[config.mk]
export PLATFORM = sky130hd
export DESIGN_NAME = tmma_seq_flat
export DESIGN_NICKNAME = d
export VERILOG_FILES = /design/src/rtl/tmma_seq_pkg.sv /design/src/rtl/tmma_seq_if.sv /design/src/rtl/tmma_seq_addr_gen.sv /design/src/rtl/tmma_seq.sv /design/src/flat_wrapper.sv
export SDC_FILE = /design/constraint.sdc
export NUM_CORES = 1
export LEC_CHECK = 0
export CAP_MARGIN = 15
export CORE_UTILIZATION = 48
export CTS_BUF_LIST = sky130_fd_sc_hd__clkbuf_16
export DETAILED_ROUTE_END_ITERATION = 10
export GPL_ROUTABILITY_DRIVEN = 0
export MAX_ROUTING_LAYER = met4
export PLACE_DENSITY = 0.92
export SKIP_CTS_REPAIR_TIMING = 1
export SLEW_MARGIN = 20
export SYNTH_ARGS = -nofsm -noshare
export SYNTH_HDL_FRONTEND = slang
export SYNTH_SLANG_ARGS = --single-unit
[constraint.sdc]
create_clock -name clk -period 7.4 [get_ports clk]
set_input_delay 1.85 -clock clk [delete_from_list [all_inputs] [get_ports clk]]
set_output_delay 1.85 -clock clk [all_outputs]
set_load 0.01 [all_outputs]
[src/rtl/tmma_seq_pkg.sv]
// Shared definitions for the TMMA row sequencer: field widths, instruction
// type encodings, FSM state type and the latched-instruction record.
package tmma_seq_pkg;

  localparam int TINST_TYPE_WIDTH     = 2;
  localparam int TLOAD_DATAW_WIDTH    = 4;
  localparam int TMMA_PRECISION_WIDTH = 3;
  localparam int ADDR_WIDTH           = 32;
  localparam int DATAW_SH_W           = $clog2(TLOAD_DATAW_WIDTH);

  localparam logic [TINST_TYPE_WIDTH-1:0] TINST_TYPE_TMMA       = 2'd0;
  localparam logic [TINST_TYPE_WIDTH-1:0] TINST_TYPE_PRELOADC   = 2'd1;
  localparam logic [TINST_TYPE_WIDTH-1:0] TINST_TYPE_POSTSTOREC = 2'd2;
  localparam logic [TINST_TYPE_WIDTH-1:0] TINST_TYPE_PRELOADA   = 2'd3;

  typedef enum logic [1:0] {
    ST_IDLE  = 2'd0,
    ST_SEQ   = 2'd1,
    ST_DRAIN = 2'd2
  } seq_state_e;

  typedef struct packed {
    logic [TINST_TYPE_WIDTH-1:0]     itype;
    logic [TLOAD_DATAW_WIDTH-1:0]    dataw;
    logic [ADDR_WIDTH-1:0]           addr0;
    logic [ADDR_WIDTH-1:0]           addr1;
    logic [TMMA_PRECISION_WIDTH-1:0] precision;
    logic                            acc;
  } tmma_inst_t;

  // Element size is one-hot in bytes; the highest set bit wins if it is not.
  function automatic logic [DATAW_SH_W-1:0] dataw_log2(input logic [TLOAD_DATAW_WIDTH-1:0] dw);
    logic [DATAW_SH_W-1:0] r;
    r = '0;
    for (int i = 0; i < TLOAD_DATAW_WIDTH; i++)
      if (dw[i]) r = DATAW_SH_W'(i);
    return r;
  endfunction

endpackage

[src/rtl/tmma_seq_if.sv]
// Issue bus, row-request bus and status of the TMMA sequencer.
// slave = the sequencer side, master = upstream issue logic plus the array.
interface tmma_seq_if
  import tmma_seq_pkg::*;
#(
    parameter int IDX_W = 4
) ();

    logic                            issue_tmma_valid_i;
    logic                            issue_tmma_ready_o;
    logic [TINST_TYPE_WIDTH-1:0]     issue_tmma_type_i;
    logic [TLOAD_DATAW_WIDTH-1:0]    issue_tmma_data_width_i;
    logic [ADDR_WIDTH-1:0]           issue_tmma_addr0_i;
    logic [ADDR_WIDTH-1:0]           issue_tmma_addr1_i;
    logic [TMMA_PRECISION_WIDTH-1:0] issue_tmma_precision_i;
    logic                            issue_tmma_acc_i;

    logic                            row_req_vld_o;
    logic                            row_req_rdy_i;
    logic [TINST_TYPE_WIDTH-1:0]     row_req_type_o;
    logic [TMMA_PRECISION_WIDTH-1:0] row_req_precision_o;
    logic                            row_req_acc_o;
    logic [ADDR_WIDTH-1:0]           row_req_addr0_o;
    logic [ADDR_WIDTH-1:0]           row_req_addr1_o;
    logic [IDX_W-1:0]                row_req_idx_o;
    logic                            row_req_last_o;

    logic                            busy_o;
    logic                            done_o;

    modport slave (
        input  issue_tmma_valid_i, issue_tmma_type_i, issue_tmma_data_width_i,
               issue_tmma_addr0_i, issue_tmma_addr1_i, issue_tmma_precision_i,
               issue_tmma_acc_i, row_req_rdy_i,
        output issue_tmma_ready_o, row_req_vld_o, row_req_type_o, row_req_precision_o,
               row_req_acc_o, row_req_addr0_o, row_req_addr1_o, row_req_idx_o,
               row_req_last_o, busy_o, done_o
    );

    modport master (
        output issue_tmma_valid_i, issue_tmma_type_i, issue_tmma_data_width_i,
               issue_tmma_addr0_i, issue_tmma_addr1_i, issue_tmma_precision_i,
               issue_tmma_acc_i, row_req_rdy_i,
        input  issue_tmma_ready_o, row_req_vld_o, row_req_type_o, row_req_precision_o,
               row_req_acc_o, row_req_addr0_o, row_req_addr1_o, row_req_idx_o,
               row_req_last_o, busy_o, done_o
    );

endinterface

[src/rtl/tmma_seq_addr_gen.sv]
// Per-row address generation: base + idx * (TMMA_COLS << log2(element bytes)),
// wrapping modulo 2^ADDR_WIDTH.
module tmma_seq_addr_gen
  import tmma_seq_pkg::*;
#(
    parameter int TMMA_COLS = 16,
    parameter int IDX_W     = 4
) (
    input  logic [ADDR_WIDTH-1:0]        base0,
    input  logic [ADDR_WIDTH-1:0]        base1,
    input  logic [TLOAD_DATAW_WIDTH-1:0] dataw,
    input  logic [IDX_W-1:0]             idx,
    output logic [ADDR_WIDTH-1:0]        addr0,
    output logic [ADDR_WIDTH-1:0]        addr1
);

    logic [ADDR_WIDTH-1:0] stride;
    logic [ADDR_WIDTH-1:0] offs;

    assign stride = ADDR_WIDTH'(TMMA_COLS) << dataw_log2(dataw);
    assign offs   = ADDR_WIDTH'(idx) * stride;
    assign addr0  = base0 + offs;
    assign addr1  = base1 + offs;

endmodule

[src/rtl/tmma_seq.sv]
// TMMA row sequencer: accepts one instruction, issues TMMA_ROWS row requests,
// waits DRAIN_CYCLES idle cycles, then pulses done_o and returns to IDLE.
module tmma_seq
  import tmma_seq_pkg::*;
#(
    parameter int TMMA_ROWS    = 16,
    parameter int TMMA_COLS    = 16,
    parameter int DRAIN_CYCLES = 16
) (
    input  logic      clk,
    input  logic      rst_n,
    tmma_seq_if.slave io
);

    localparam int IDX_W      = (TMMA_ROWS > 1) ? $clog2(TMMA_ROWS) : 1;
    localparam int DRAIN_W    = (DRAIN_CYCLES > 1) ? $clog2(DRAIN_CYCLES) : 1;
    localparam int DRAIN_LAST = (DRAIN_CYCLES > 0) ? DRAIN_CYCLES - 1 : 0;

    seq_state_e        state, state_nx;
    logic [IDX_W-1:0]  idx, idx_nx;
    logic [DRAIN_W-1:0] drain_cnt, drain_nx;
    tmma_inst_t        inst;
    logic              accept, row_hs, last, done;

    assign accept = (state == ST_IDLE) && io.issue_tmma_valid_i;
    assign last   = (state == ST_SEQ) && (idx == IDX_W'(TMMA_ROWS - 1));
    assign row_hs = (state == ST_SEQ) && io.row_req_rdy_i;

    always_ff @(posedge clk) begin
        if (!rst_n) begin
            state     <= ST_IDLE;
            idx       <= '0;
            drain_cnt <= '0;
            inst      <= '0;
        end else begin
            state     <= state_nx;
            idx       <= idx_nx;
            drain_cnt <= drain_nx;
            if (accept) begin
                inst.itype     <= io.issue_tmma_type_i;
                inst.dataw     <= io.issue_tmma_data_width_i;
                inst.addr0     <= io.issue_tmma_addr0_i;
                inst.addr1     <= io.issue_tmma_addr1_i;
                inst.precision <= io.issue_tmma_precision_i;
                inst.acc       <= io.issue_tmma_acc_i;
            end
        end
    end

    always_comb begin
        state_nx = state;
        idx_nx   = idx;
        drain_nx = drain_cnt;
        done     = 1'b0;
        case (state)
            ST_IDLE: begin
                if (io.issue_tmma_valid_i) begin
                    state_nx = ST_SEQ;
                    idx_nx   = '0;
                end
            end
            ST_SEQ: begin
                if (row_hs) begin
                    if (last) begin
                        // idx parks at 0 so idle outputs show the row-0 address
                        idx_nx   = '0;
                        drain_nx = '0;
                        if (DRAIN_CYCLES == 0) begin
                            state_nx = ST_IDLE;
                            done     = 1'b1;
                        end else begin
                            state_nx = ST_DRAIN;
                        end
                    end else begin
                        idx_nx = idx + 1'b1;
                    end
                end
            end
            ST_DRAIN: begin
                if (drain_cnt == DRAIN_W'(DRAIN_LAST)) begin
                    state_nx = ST_IDLE;
                    drain_nx = '0;
                    done     = 1'b1;
                end else begin
                    drain_nx = drain_cnt + 1'b1;
                end
            end
            default: state_nx = ST_IDLE;
        endcase
    end

    tmma_seq_addr_gen #(
        .TMMA_COLS(TMMA_COLS),
        .IDX_W    (IDX_W)
    ) u_addr_gen (
        .base0(inst.addr0),
        .base1(inst.addr1),
        .dataw(inst.dataw),
        .idx  (idx),
        .addr0(io.row_req_addr0_o),
        .addr1(io.row_req_addr1_o)
    );

    assign io.issue_tmma_ready_o  = (state == ST_IDLE);
    assign io.row_req_vld_o       = (state == ST_SEQ);
    assign io.row_req_type_o      = inst.itype;
    assign io.row_req_precision_o = inst.precision;
    assign io.row_req_acc_o       = inst.acc;
    assign io.row_req_idx_o       = idx;
    assign io.row_req_last_o      = last;
    assign io.busy_o              = (state != ST_IDLE);
    // An edge with reset asserted aborts the instruction, so no retire pulse.
    assign io.done_o              = done && rst_n;

endmodule

[src/flat_wrapper.sv]
// flat-port wrapper written by rule: the top's interface ports become plain ports
module tmma_seq_flat import tmma_seq_pkg::*;
#(
    parameter int TMMA_ROWS    = 16,
    parameter int TMMA_COLS    = 16,
    parameter int DRAIN_CYCLES = 16
)
  (clk, rst_n, io_issue_tmma_valid_i, io_issue_tmma_type_i, io_issue_tmma_data_width_i, io_issue_tmma_addr0_i, io_issue_tmma_addr1_i, io_issue_tmma_precision_i, io_issue_tmma_acc_i, io_row_req_rdy_i, io_issue_tmma_ready_o, io_row_req_vld_o, io_row_req_type_o, io_row_req_precision_o, io_row_req_acc_o, io_row_req_addr0_o, io_row_req_addr1_o, io_row_req_idx_o, io_row_req_last_o, io_busy_o, io_done_o);
  tmma_seq_if #(.IDX_W(4)) io_i ();
  input  logic clk;
  input  logic rst_n;
  input wire logic [$bits(io_i.issue_tmma_valid_i)-1:0] io_issue_tmma_valid_i;
  input wire logic [$bits(io_i.issue_tmma_type_i)-1:0] io_issue_tmma_type_i;
  input wire logic [$bits(io_i.issue_tmma_data_width_i)-1:0] io_issue_tmma_data_width_i;
  input wire logic [$bits(io_i.issue_tmma_addr0_i)-1:0] io_issue_tmma_addr0_i;
  input wire logic [$bits(io_i.issue_tmma_addr1_i)-1:0] io_issue_tmma_addr1_i;
  input wire logic [$bits(io_i.issue_tmma_precision_i)-1:0] io_issue_tmma_precision_i;
  input wire logic [$bits(io_i.issue_tmma_acc_i)-1:0] io_issue_tmma_acc_i;
  input wire logic [$bits(io_i.row_req_rdy_i)-1:0] io_row_req_rdy_i;
  output wire logic [$bits(io_i.issue_tmma_ready_o)-1:0] io_issue_tmma_ready_o;
  output wire logic [$bits(io_i.row_req_vld_o)-1:0] io_row_req_vld_o;
  output wire logic [$bits(io_i.row_req_type_o)-1:0] io_row_req_type_o;
  output wire logic [$bits(io_i.row_req_precision_o)-1:0] io_row_req_precision_o;
  output wire logic [$bits(io_i.row_req_acc_o)-1:0] io_row_req_acc_o;
  output wire logic [$bits(io_i.row_req_addr0_o)-1:0] io_row_req_addr0_o;
  output wire logic [$bits(io_i.row_req_addr1_o)-1:0] io_row_req_addr1_o;
  output wire logic [$bits(io_i.row_req_idx_o)-1:0] io_row_req_idx_o;
  output wire logic [$bits(io_i.row_req_last_o)-1:0] io_row_req_last_o;
  output wire logic [$bits(io_i.busy_o)-1:0] io_busy_o;
  output wire logic [$bits(io_i.done_o)-1:0] io_done_o;
  assign io_i.issue_tmma_valid_i = io_issue_tmma_valid_i;
  assign io_i.issue_tmma_type_i = io_issue_tmma_type_i;
  assign io_i.issue_tmma_data_width_i = io_issue_tmma_data_width_i;
  assign io_i.issue_tmma_addr0_i = io_issue_tmma_addr0_i;
  assign io_i.issue_tmma_addr1_i = io_issue_tmma_addr1_i;
  assign io_i.issue_tmma_precision_i = io_issue_tmma_precision_i;
  assign io_i.issue_tmma_acc_i = io_issue_tmma_acc_i;
  assign io_i.row_req_rdy_i = io_row_req_rdy_i;
  assign io_issue_tmma_ready_o = io_i.issue_tmma_ready_o;
  assign io_row_req_vld_o = io_i.row_req_vld_o;
  assign io_row_req_type_o = io_i.row_req_type_o;
  assign io_row_req_precision_o = io_i.row_req_precision_o;
  assign io_row_req_acc_o = io_i.row_req_acc_o;
  assign io_row_req_addr0_o = io_i.row_req_addr0_o;
  assign io_row_req_addr1_o = io_i.row_req_addr1_o;
  assign io_row_req_idx_o = io_i.row_req_idx_o;
  assign io_row_req_last_o = io_i.row_req_last_o;
  assign io_busy_o = io_i.busy_o;
  assign io_done_o = io_i.done_o;
  tmma_seq #(.TMMA_ROWS(TMMA_ROWS), .TMMA_COLS(TMMA_COLS), .DRAIN_CYCLES(DRAIN_CYCLES)) u_core (.clk(clk), .rst_n(rst_n), .io(io_i));
endmodule
==> impl_metrics.ini <==
[yosys]
ys_ff_latch = 83
synth-main-ff-cell = dfxtp_1
syn-num-nets = 781
synth_top_cells_by_area = dfxtp_1, nand2_1, a21boi_0
yosysTopAreaCellShare_pct = 31.05
synth_warnings = 0
yosysSeqAreaShare_pct = 31.05
synth_edf_count = 0
synth_cell_type_count = 55
syn-mean-instance-area_um2 = 8.084
synth_area_mm2 = 0.005351
synthCells = 662
async_reset_ff_share_pct = 0
yosys.area.top_type = dfxtp_1

[power]
pwr-share-comb_pct = 27.5
ir_drop_mv = 0.1787
switching_share_pct = 29.50
leakagePower_nw = 2.992
powerDensity_mw_per_mm2 = 198.3
p_switching_mw = 0.4298
intPower_mw = 1.027
power.share.sequential_pct = 37.1
pwr-share-clk_pct = 35.4
p_total_mw = 1.457

[finish]
final_common_cell = nand2_1
final_nets = 917
drive_gt1_share_pct = 6.351
finish.utilization_pct = 67.77
area_growth_pct = 37.29
final_cell_mix = nand2_1, clkdlybuf4s50_1, dfxtp_1
antenna_cells = 0
fillers = 875

[global_route]
grt_pass1_vias = 4923
grt_overflow = 0
grt.total_usage_pct = 25.33
top_usage_layer = met2
use_met1_pct = 29.53
grt_max_degree = 83
antenna_found_initial = 0
use_met2_pct = 42.40
met3_usage_pct = 5.387
grt_pass1_wl_mm = 22.78

[floorplan]
initial_core_util_pct = 49.37
die_w_um = 107.6
die_height_um = 107.6
row_count = 38
core_mm2 = 0.01084
io_pins = 157
die_area_mm2 = 0.01157

[timing]
finalSetupViolations = 0
period_share_pct = 96.24
rsz0062_at_grt = yes
worst_pin_slew_ns = 0.7673
fmax_ghz = 0.1404
finalHoldViolCount = 0
clock_skew_ns = 0.007454
relSlewSlack_pct = 48.84
fin_crit_ns = 7.122
drv_slew = 0

[clock_network]
cts_tree = built
root_buffer = clkbuf_16
clkTransAtPathRegs_ns = 0.06
cts_buffer_depth = 2
htree_levels = 3
cts_inserted_buffers = 9
numClockSinks = 83
clk_latency_ns = 0.33

[worst_setup_path]
endpoint_kind = primary output
worst-setup-path-type = flop to primary output
crit_required_ns = 5.55
path_cells = nor2b_2 > nand2_1 > fa_1 > fa_1 > inv_1 > ha_1 > a21o_1 > a21oi_2 > o21bai_1 > a21oi_1 > xnor2_1 > ha_2 > nand3_1 > and2b_2 > a22o_1 > nand4_1 > xnor2_1 > clkdlybuf4s50_1
critPathTopFamily = adder cells
worstPathArrival_ns = 5.27
critPathMaxStageDelay_ns = 0.59
path_buf_inv = 2
path_max_fanout = 5
cp_slowest_cell = fa_1
cp-start-kind = flop

[job]
maxCapViolCount = 0

[detailed_routing]
first_pass_iters = 5
dr_total_vias = 4995
ant_nets = 0
wl_mm = 13.69
drc_errors = 0
vias_per_cell = 5.297
wl_per_cell_um = 14.51
drt_iter0_markers = 200

[placement]
dp_hpwl_mm = 9.780
portBuffers = 155

[worst_hold_path]
worstHoldPathType = flop to flop

[run_status]
status = finished, final reports clean
## path summary, 6_finish.rpt
path,cells after the start,start,endpoint,slack (ns)
max,18,u_core.inst[70]$_SDFFE_PN0P_,io_row_req_addr1_o[26],0.28
min,2,u_core.io.row_req_precision_o[2]$_SDFFE_PN0P_,u_core.io.row_req_precision_o[2]$_SDFFE_PN0P_,0.46
max reg2reg,6,u_core.state[0]$_SDFFE_PN0P_,u_core.inst[43]$_SDFFE_PN0P_,5.29
min reg2reg,2,u_core.io.row_req_precision_o[2]$_SDFFE_PN0P_,u_core.io.row_req_precision_o[2]$_SDFFE_PN0P_,0.46
## metal layers
| layer | vias up | wire, um |
|---|---|---|
| met5 | - | 0 |
| met4 | 0 | 470 |
| met3 | 45 | 682 |
| met2 | 142 | 6655 |
| met1 | 2280 | 5877 |
| li1 | 2528 | - |
## synth_stat cells, types with 3 or more instances
library cell / n
xor2_1: 14
clkbuf_1: 25
o21ai_0: 11
inv_1: 17
nand3_1: 20
nand4_1: 10
buf_4: 13
and2_1: 12
nor2b_1: 8
nor3_1: 4
fa_1: 6
xnor2_1: 41
a21oi_1: 17
a21boi_0: 81
o21bai_1: 3
mux2i_1: 3
dfxtp_1: 83
nor2_1: 20
and4_1: 4
o211ai_1: 6
nand2_1: 171
and3_1: 10
ha_1: 35
a21o_1: 10
and3_2: 3
## sequential cells by signal, summed over array words and instances, names as in the netlist
name                           count
u_core.inst                       67
u_core.io.row_req_type_o           2
u_core.io.row_req_idx_o            4
u_core.io.row_req_acc_o            1
u_core.state                       2
u_core.drain_cnt                   4
u_core.io.row_req_precision_o      3
## cell families after synthesis
family	count (synthesis)	share of synthesized area (%)
simple gates	274	23.50
compound gates	149	20.39
flops	83	31.05
buf+inv	56	4.863
xor+xnor	55	9.002
fa+ha+maj	41	10.43
mux	4	0.7716
## stage by stage
stage               hold WS [ns]  setup TNS [ns]  setup WS (ns)  std cells  instance area (um2)
CTS                       0.4655         -0.4085        -0.1500        941                 7274
floorplan                 0.4435               0          1.188        662                 5351
detailed placement        0.4576               0         0.2899        925                 6933
global placement          0.4518               0         0.3684        925                 6933
finish                    0.4603               0         0.2782        943                 7347
global route              0.4845       -0.008954      -0.005621        943                 7347
## final cells by class
| class | count | area (um2) | share of cell area (%) |
|---|---|---|---|
| Clock inverter | 7 | 116.4 | 1.584 |
| Multi-Input combinational cell | 523 | 3483 | 47.41 |
| Clock buffer | 9 | 225.2 | 3.065 |
| Timing Repair Buffer | 164 | 1622 | 22.07 |
| Tap cell | 140 | 175.2 | 2.384 |
| Sequential cell | 83 | 1662 | 22.62 |
| Inverter | 17 | 63.81 | 0.8685 |
## power groups by stage
stage               registers (mW)  clock network, mW  logic, mW
finish                       0.541              0.516      0.400
CTS                          0.539              0.524      0.401
floorplan                    0.539                  0      0.221
global route                 0.548              0.545      0.441
global placement             0.545                  0      0.390
detailed placement           0.549                  0      0.398
## tightest hold or removal path: cells and delay by family (launching register included)
| family | cells | cell delay [ns] |
|---|---|---|
| AOI/OAI and AO/OA | 1 | 0.06 |
| and+or+nand+nor | 1 | 0.04 |
| DFF | 1 | 0.31 |
(Power assumes the default switching activity.)
